===== src/rtl/sum_window_acc_if.sv =====
// Stream bundle between a sample source/result sink and sum_window_acc.
// The master side is the environment; the slave side is the accumulator.
interface sum_window_acc_if;
    logic        in_valid;
    logic [7:0]  in_data;
    logic        in_ready;
    logic        out_valid;
    logic        out_ready;
    logic [11:0] out_sum;
    logic [7:0]  out_avg;
    logic [7:0]  out_max;

    modport master (
        output in_valid, in_data, out_ready,
        input  in_ready, out_valid, out_sum, out_avg, out_max
    );

    modport slave (
        input  in_valid, in_data, out_ready,
        output in_ready, out_valid, out_sum, out_avg, out_max
    );
endinterface


===== src/rtl/sum_window_acc.sv =====
// Collects N = 2^WIN_LOG2 unsigned 8-bit samples and presents their sum,
// truncated average and maximum until the downstream side takes them.
//
// state   | meaning
// S_IDLE  | no sample of the current window taken yet
// S_ACCUM | 1..N-1 samples taken, r_left = samples still to go minus one
// S_HOLD  | result registered and offered on out_valid
module sum_window_acc #(
    parameter int WIN_LOG2 = 2
) (
    input  logic            clk,
    input  logic            rst_n,
    input  logic            ena,
    input  logic            clear,
    sum_window_acc_if.slave bus
);

    localparam int N     = 1 << WIN_LOG2;
    localparam int ACC_W = 8 + WIN_LOG2;

    typedef enum logic [1:0] {
        S_IDLE  = 2'd0,
        S_ACCUM = 2'd1,
        S_HOLD  = 2'd2
    } state_t;

    state_t              r_state;
    state_t              w_state_nxt;
    logic                r_run;
    logic [WIN_LOG2-1:0] r_left;
    logic [ACC_W-1:0]    r_acc;
    logic [7:0]          r_max;
    logic [11:0]         r_out_sum;
    logic [7:0]          r_out_avg;
    logic [7:0]          r_out_max;

    logic                w_in_ready;
    logic                w_out_valid;
    logic                w_xfer;
    logic [ACC_W-1:0]    w_acc_sum;
    logic [7:0]          w_max_upd;

    assign w_xfer    = w_in_ready & bus.in_valid;
    assign w_acc_sum = r_acc + ACC_W'(bus.in_data);
    assign w_max_upd = (bus.in_data > r_max) ? bus.in_data : r_max;

    always_ff @(posedge clk or negedge rst_n) begin
        if (!rst_n) begin
            r_state <= S_IDLE;
        end else begin
            r_state <= w_state_nxt;
        end
    end

    always_comb begin
        w_state_nxt = r_state;
        if (clear) begin
            w_state_nxt = S_IDLE;
        end else begin
            case (r_state)
                S_IDLE:  if (w_xfer) w_state_nxt = S_ACCUM;
                S_ACCUM: if (w_xfer && (r_left == '0)) w_state_nxt = S_HOLD;
                S_HOLD:  if (bus.out_ready) w_state_nxt = S_IDLE;
                default: w_state_nxt = S_IDLE;
            endcase
        end
    end

    // r_run keeps in_ready low until the first edge after reset release.
    always_comb begin
        w_in_ready  = r_run & ena & ~clear & (r_state != S_HOLD);
        w_out_valid = (r_state == S_HOLD);
    end

    always_ff @(posedge clk or negedge rst_n) begin
        if (!rst_n) begin
            r_run     <= 1'b0;
            r_left    <= '0;
            r_acc     <= '0;
            r_max     <= '0;
            r_out_sum <= '0;
            r_out_avg <= '0;
            r_out_max <= '0;
        end else begin
            r_run <= 1'b1;
            if (clear) begin
                r_left    <= '0;
                r_acc     <= '0;
                r_max     <= '0;
                r_out_sum <= '0;
                r_out_avg <= '0;
                r_out_max <= '0;
            end else if (w_xfer) begin
                if (r_state == S_IDLE) begin
                    r_acc  <= ACC_W'(bus.in_data);
                    r_max  <= bus.in_data;
                    r_left <= WIN_LOG2'(N - 2);
                end else if (r_left == '0) begin
                    r_out_sum <= 12'(w_acc_sum);
                    r_out_avg <= 8'(w_acc_sum >> WIN_LOG2);
                    r_out_max <= w_max_upd;
                    r_acc     <= '0;
                    r_max     <= '0;
                end else begin
                    r_acc  <= w_acc_sum;
                    r_max  <= w_max_upd;
                    r_left <= r_left - WIN_LOG2'(1);
                end
            end
        end
    end

    assign bus.in_ready  = w_in_ready;
    assign bus.out_valid = w_out_valid;
    assign bus.out_sum   = r_out_sum;
    assign bus.out_avg   = r_out_avg;
    assign bus.out_max   = r_out_max;

endmodule


===== src/flat_wrapper.sv =====
// flat-port wrapper written by rule: the top's interface ports become plain ports
module sum_window_acc_flat 
#(
    parameter int WIN_LOG2 = 2
)
  (clk, rst_n, ena, clear, bus_in_valid, bus_in_data, bus_out_ready, bus_in_ready, bus_out_valid, bus_out_sum, bus_out_avg, bus_out_max);
  sum_window_acc_if bus_i ();
  input  logic clk;
  input  logic rst_n;
  input  logic ena;
  input  logic clear;
  input wire logic [$bits(bus_i.in_valid)-1:0] bus_in_valid;
  input wire logic [$bits(bus_i.in_data)-1:0] bus_in_data;
  input wire logic [$bits(bus_i.out_ready)-1:0] bus_out_ready;
  output wire logic [$bits(bus_i.in_ready)-1:0] bus_in_ready;
  output wire logic [$bits(bus_i.out_valid)-1:0] bus_out_valid;
  output wire logic [$bits(bus_i.out_sum)-1:0] bus_out_sum;
  output wire logic [$bits(bus_i.out_avg)-1:0] bus_out_avg;
  output wire logic [$bits(bus_i.out_max)-1:0] bus_out_max;
  assign bus_i.in_valid = bus_in_valid;
  assign bus_i.in_data = bus_in_data;
  assign bus_i.out_ready = bus_out_ready;
  assign bus_in_ready = bus_i.in_ready;
  assign bus_out_valid = bus_i.out_valid;
  assign bus_out_sum = bus_i.out_sum;
  assign bus_out_avg = bus_i.out_avg;
  assign bus_out_max = bus_i.out_max;
  sum_window_acc #(.WIN_LOG2(WIN_LOG2)) u_core (.clk(clk), .rst_n(rst_n), .ena(ena), .clear(clear), .bus(bus_i));
endmodule

===== config.mk =====
export PLATFORM = sky130hd
export DESIGN_NAME = sum_window_acc_flat
export DESIGN_NICKNAME = d
export VERILOG_FILES = /design/src/rtl/sum_window_acc_if.sv /design/src/rtl/sum_window_acc.sv /design/src/flat_wrapper.sv
export SDC_FILE = /design/constraint.sdc
export NUM_CORES = 1
export LEC_CHECK = 0
export ABC_AREA = 1
export CAP_MARGIN = 20
export CORE_MARGIN = 8
export CORE_UTILIZATION = 30
export DETAILED_ROUTE_END_ITERATION = 7
export GPL_TIMING_DRIVEN = 0
export MAX_ROUTING_LAYER = met4
export PLACE_DENSITY = 0.54
export SKIP_LAST_GASP = 1
export SLEW_MARGIN = 40
export SYNTH_ARGS = -nofsm -noshare
export SYNTH_HDL_FRONTEND = slang
export SYNTH_SLANG_ARGS = --single-unit

===== constraint.sdc =====
create_clock -name clk -period 4 [get_ports clk]
set_input_delay 0.6 -clock clk [delete_from_list [all_inputs] [get_ports clk]]
set_output_delay 0.6 -clock clk [all_outputs]
set_load 0.03 [all_outputs]

# ---- Yosys cells after proc, flatten, opt, wreduce, memory -nomap -nowiden
# Index checks and enable logic that the tools add are counted.
dict set report totals {
  inputBits 14
  word_cells 62
  register_bits 51
  output_inout_bits 30
}
dict set report classes {
  order_cmp 1
  addsub 2
  reduce_logical 8
  muxes 30
  eq_ne 8
  bitwise 5
}
# op count
set op_table {}
lappend op_table {{two-way mux 8 bit} 13}
lappend op_table {{two-way mux 12 bit} 4}
lappend op_table {{two-way mux 10 bit} 4}
lappend op_table {{two-way mux 2 bit} 8}
lappend op_table {{adder 10 x 8 -> 10 bit} 1}
lappend op_table {{inequality test 3 x 2 -> 1 bit, second input constant} 3}
lappend op_table {{> comparator 8 bit} 1}
lappend op_table {{case mux 2 bit (3 select lines)} 1}
lappend op_table {{AND reduction 3 bit} 2}
lappend op_table {{AND 1 bit} 4}
lappend op_table {{zero test 2 bit} 2}
lappend op_table {{inequality test 2 bit, second input constant} 2}
lappend op_table {{nonzero test 2 bit} 2}
lappend op_table {{inequality test 3 bit, second input constant} 1}
lappend op_table {{equality test 2 x 1 -> 1 bit, second input constant} 1}
lappend op_table {{equality test 2 bit, second input constant} 1}
lappend op_table {{AND reduction 2 bit} 1}
lappend op_table {{subtractor 2 x 1 -> 2 bit, second input constant} 1}
lappend op_table {{logical AND 1 bit} 1}
lappend op_table {{NOT 1 bit} 1}

# ---- Logic depth before layout (Yosys ltp)
dict set report logic_depth {
  word_depth 8
  ltp_mapped 15
  depth_no_buf 15
}

# ---- Worst setup path after synthesis
# No wires, ideal clock.
dict set report synth_path {
  path_kind {input to output}
  start {input clear}
  end {output bus_in_ready}
  required_time_ns 3.400
  arrival_ns 1.426
  stages 2
  n_path_buf 1
  path_slack_ns 1.974
  cell_sequence {buf_6 nor3_1}
}
dict set report synth_via {
  elab_chain_cells 3
}
# item line
set synth_rtl {}
lappend synth_rtl {{from (decl)} flat_wrapper.sv:11} ;# input logic clear;
lappend synth_rtl {{NOT 1 bit} sum_window_acc.sv:71} ;# w_in_ready = r_run & ena & ~clear & (r_state != S_HOLD);
lappend synth_rtl {{AND 1 bit (2 in a row)} sum_window_acc.sv:71}
lappend synth_rtl {{to (decl)} flat_wrapper.sv:15} ;# output wire logic [$bits(bus_i.in_ready)-1:0] bus_in_ready;
# No other way between the ends.

# ---- Worst setup path in the final report
dict set report layout_path {
  start {input ena}
  end {output bus_in_ready}
}
dict set report layout_via {
  elab_chain_cells 3
}
# item line
set layout_rtl {}
lappend layout_rtl {{from (decl)} flat_wrapper.sv:10} ;# input logic ena;
lappend layout_rtl {{AND 1 bit (3 in a row)} sum_window_acc.sv:71}
# No other way between the ends.

==> out/summary.txt <==
Reg-to-reg endpoint: u_core.r_acc[8]
Worst Path Required: 3.40 ns
Core area: 8680 um^2
Final wirelength: 7260 um
Drt drc: 0
Switch share: 41.0%
Root buffer cell: clkbuf_8
Setup Skew: 0.00674 ns
Layout cell share with drive strength beyond 1: 10.9%
Period utilisation layout: 65.5%
Yosys top cell by area: dfrtp_1
NetSw: 540 uW
Initial core utilization: 30.9%
GR Util All Layers: 12.4%
Number of synthesized flops with an enable pin: 0
Design Power: 1320 uW
CTS clk-pin slew, worst paths: 0.08 ns
TritonCTS Sinks: 41
Vias in the first global route: 2486
Hold Vio Cnt, Final: 0
Chip height: 111 um
Ant. Diodes: 0
Global-route wire length before repair: 12300 um
M1 GR Usage: 14.7%
Seq pwr share: 36.1%
Initial antenna violation count: 0
Reg2reg start: u_core.r_acc[0]
Avg Cell Area, Syn: 7.41 um^2
Global route hottest layer: met2
CTS tree: built
Final core occ: 38.3%
PwrDens: 396 nW/um^2
Cell Area, Synth: 2680 um^2
Post-CTS setup buffer count: 0
Placed cells: 512
Synth Register Bits: 41
Met2 Use GR: 20.7%
DRT iter0 DRCs: 77
Worst-Skew Late Latency: 0.29 ns
Port Buf Inserts: 40
Post-cts resize count: 0
Die area: 12200 um^2
Max VDD drop: 0.000195 V
Drt wl/cell: 14.0 um
Cts hold-fix bufs: 0
Inserted Clock Buffers: 5
Site row count: 34
Count of different cell masters after synthesis: 32
Mapped Cells: 362
Max-slew violations: 0
Worst setup SP type: primary input
Max clock buf depth: 2
Maxcap violations: 0
First-pass DRT Iterations: 4
Seq/Total Area, Yosys: 38.2%
Nets@finish: 443
Via Count: 2453
Gr ovfl total: 0
H-tree levels: 2
Area grow syn2layout: 24.0%
Yosys warning total: 0
RSZ-0062 raised after global routing: false
Critical path arrival: 2.02 ns
Dpl hpwl: 5670 um
Largest net degree at the start of global routing: 26
Setup CP Type: primary input to primary output
R2R Setup Slk: 2.03 ns
Fmax: 382 MHz
Hold WC Path Type: primary input to asynchronous set/reset pin
Endpoints failing setup: 0
Met3 usage: 2.54%
DIE WIDTH: 111 um
Worst reg2reg path depth: 10
Synth Flop Type: dfrtp_1
Total negative slack: 0 ns
Period minus WS final: 2.62 ns
Post-route ant nets: 0
Logic pwr share: 42.7%
Max Fanout on Critical Path: 2
GPL Wtd Cong: 0.849
Asr flop ratio synth: 100%
Outcome: finished clean
Non-Filler Instances: 519
Area contributors post-synth: dfrtp_1 (38%), nand2_1 (17%), ha_1 (7.9%), nand3_1 (7.3%), inv_1 (4.5%)
Clock power frac: 21.2%
Io pins: 44
Static leakage: 0.00168 uW
Via density: 4.73
Top cell type's share of synthesized area: 38.2%
Internal power: 778 uW
CP endpoint kind: primary output
==> synthesized netlist by cell type, types with 4 or more instances <==
library cell    n
buf_4          11
dfrtp_1        41
nor3_1          4
nand2_1       125
nand3_1        39
o21ai_1         9
inv_2           7
inv_1          32
buf_2           4
o21ai_0        11
nor2_1         14
ha_1           17
a21oi_1        17
==> registers in the layout, summed over array words and instances (netlist names) <==
name / cells
u_core.r_left: 2
u_core.r_acc: 10
u_core.bus.out_sum: 3
u_core.r_state: 2
u_core.r_run: 1
u_core.bus.out_avg: 7
u_core.bus.out_max: 8
u_core.r_max: 8
==> kinds of logic after synthesis <==
logic type	share of synthesized area, %
buffers and inverters	10.8
xor gates and xnor gates	0.653
DFF	38.2
AOI/OAI and AO/OA	9.28
adders and majority gates	8.68
other	0.280
and+or+nand+nor	32.1
==> cells in the final DEF (no fill, tap or decap), types with 4 or more instances in the layout <==
| cell | Yosys | layout |
|---|---|---|
| nand2_1 | 125 | 125 |
| dfrtp_1 | 41 | 41 |
| nand3_1 | 39 | 39 |
| clkdlybuf4s50_1 | 0 | 39 |
| inv_1 | 32 | 32 |
| a21oi_1 | 17 | 17 |
| ha_1 | 17 | 17 |
| nor2_1 | 14 | 14 |
| buf_4 | 11 | 12 |
| o21ai_0 | 11 | 11 |
| o21ai_1 | 9 | 9 |
| inv_2 | 7 | 7 |
| clkbuf_8 | 0 | 6 |
| nor3_1 | 4 | 4 |
| buf_2 | 4 | 4 |
==> per-layer routing <==
metal  vias up  wire [um]
met5         -          0
met4         0        119
met3         9        350
met2        56       3460
met1      1138       3330
li1       1250          -
==> stage by stage <==
stage | cell area [um^2] | setup WS, ns | hold slack [ns]
after floorplan | 2690 | 1.97 | 0.304
after global placement | 3220 | 1.12 | 0.464
after detailed placement | 3240 | 1.22 | 0.465
after CTS | 3330 | 1.38 | 0.174
after global routing | 3330 | 1.25 | 0.177
final | 3330 | 1.38 | 0.167
==> worst max-delay path: stages <==
cell and delay, ns:
clkdlybuf4s50_1 0.45, nand2_1 0.09, nor3_1 0.18, clkdlybuf4s50_1 0.70
==> area by class of cell <==
cell class,instances,area (um^2)
Fill cell,954,5350
Timing Repair Buffer,41,418
Sequential cell,41,1030
Inverter,40,153
Clock buffer,7,86.3
Buffer,18,136
Tap cell,108,135
Multi-Input combinational cell,264,1370
==> power by group through the flow <==
stage                     clock [uW]  combinational [uW]  sequential [uW]
after floorplan                    0                 378              495
after detailed placement           0                 565              484
after global placement             0                 557              483
after global routing             301                 637              481
final                            280                 563              476
after CTS                        290                 568              476
==> worst max path at each step <==
stage,from,to
CTS,ena,bus_in_ready
global route,ena,bus_in_ready
floorplan,clear,bus_in_ready
detailed placement,bus_in_data[0],u_core.r_acc[8]
global placement,rst_n,u_core.bus.out_max[7]
finish,ena,bus_in_ready
No activity file was read; power rests on OpenSTA's default activity.
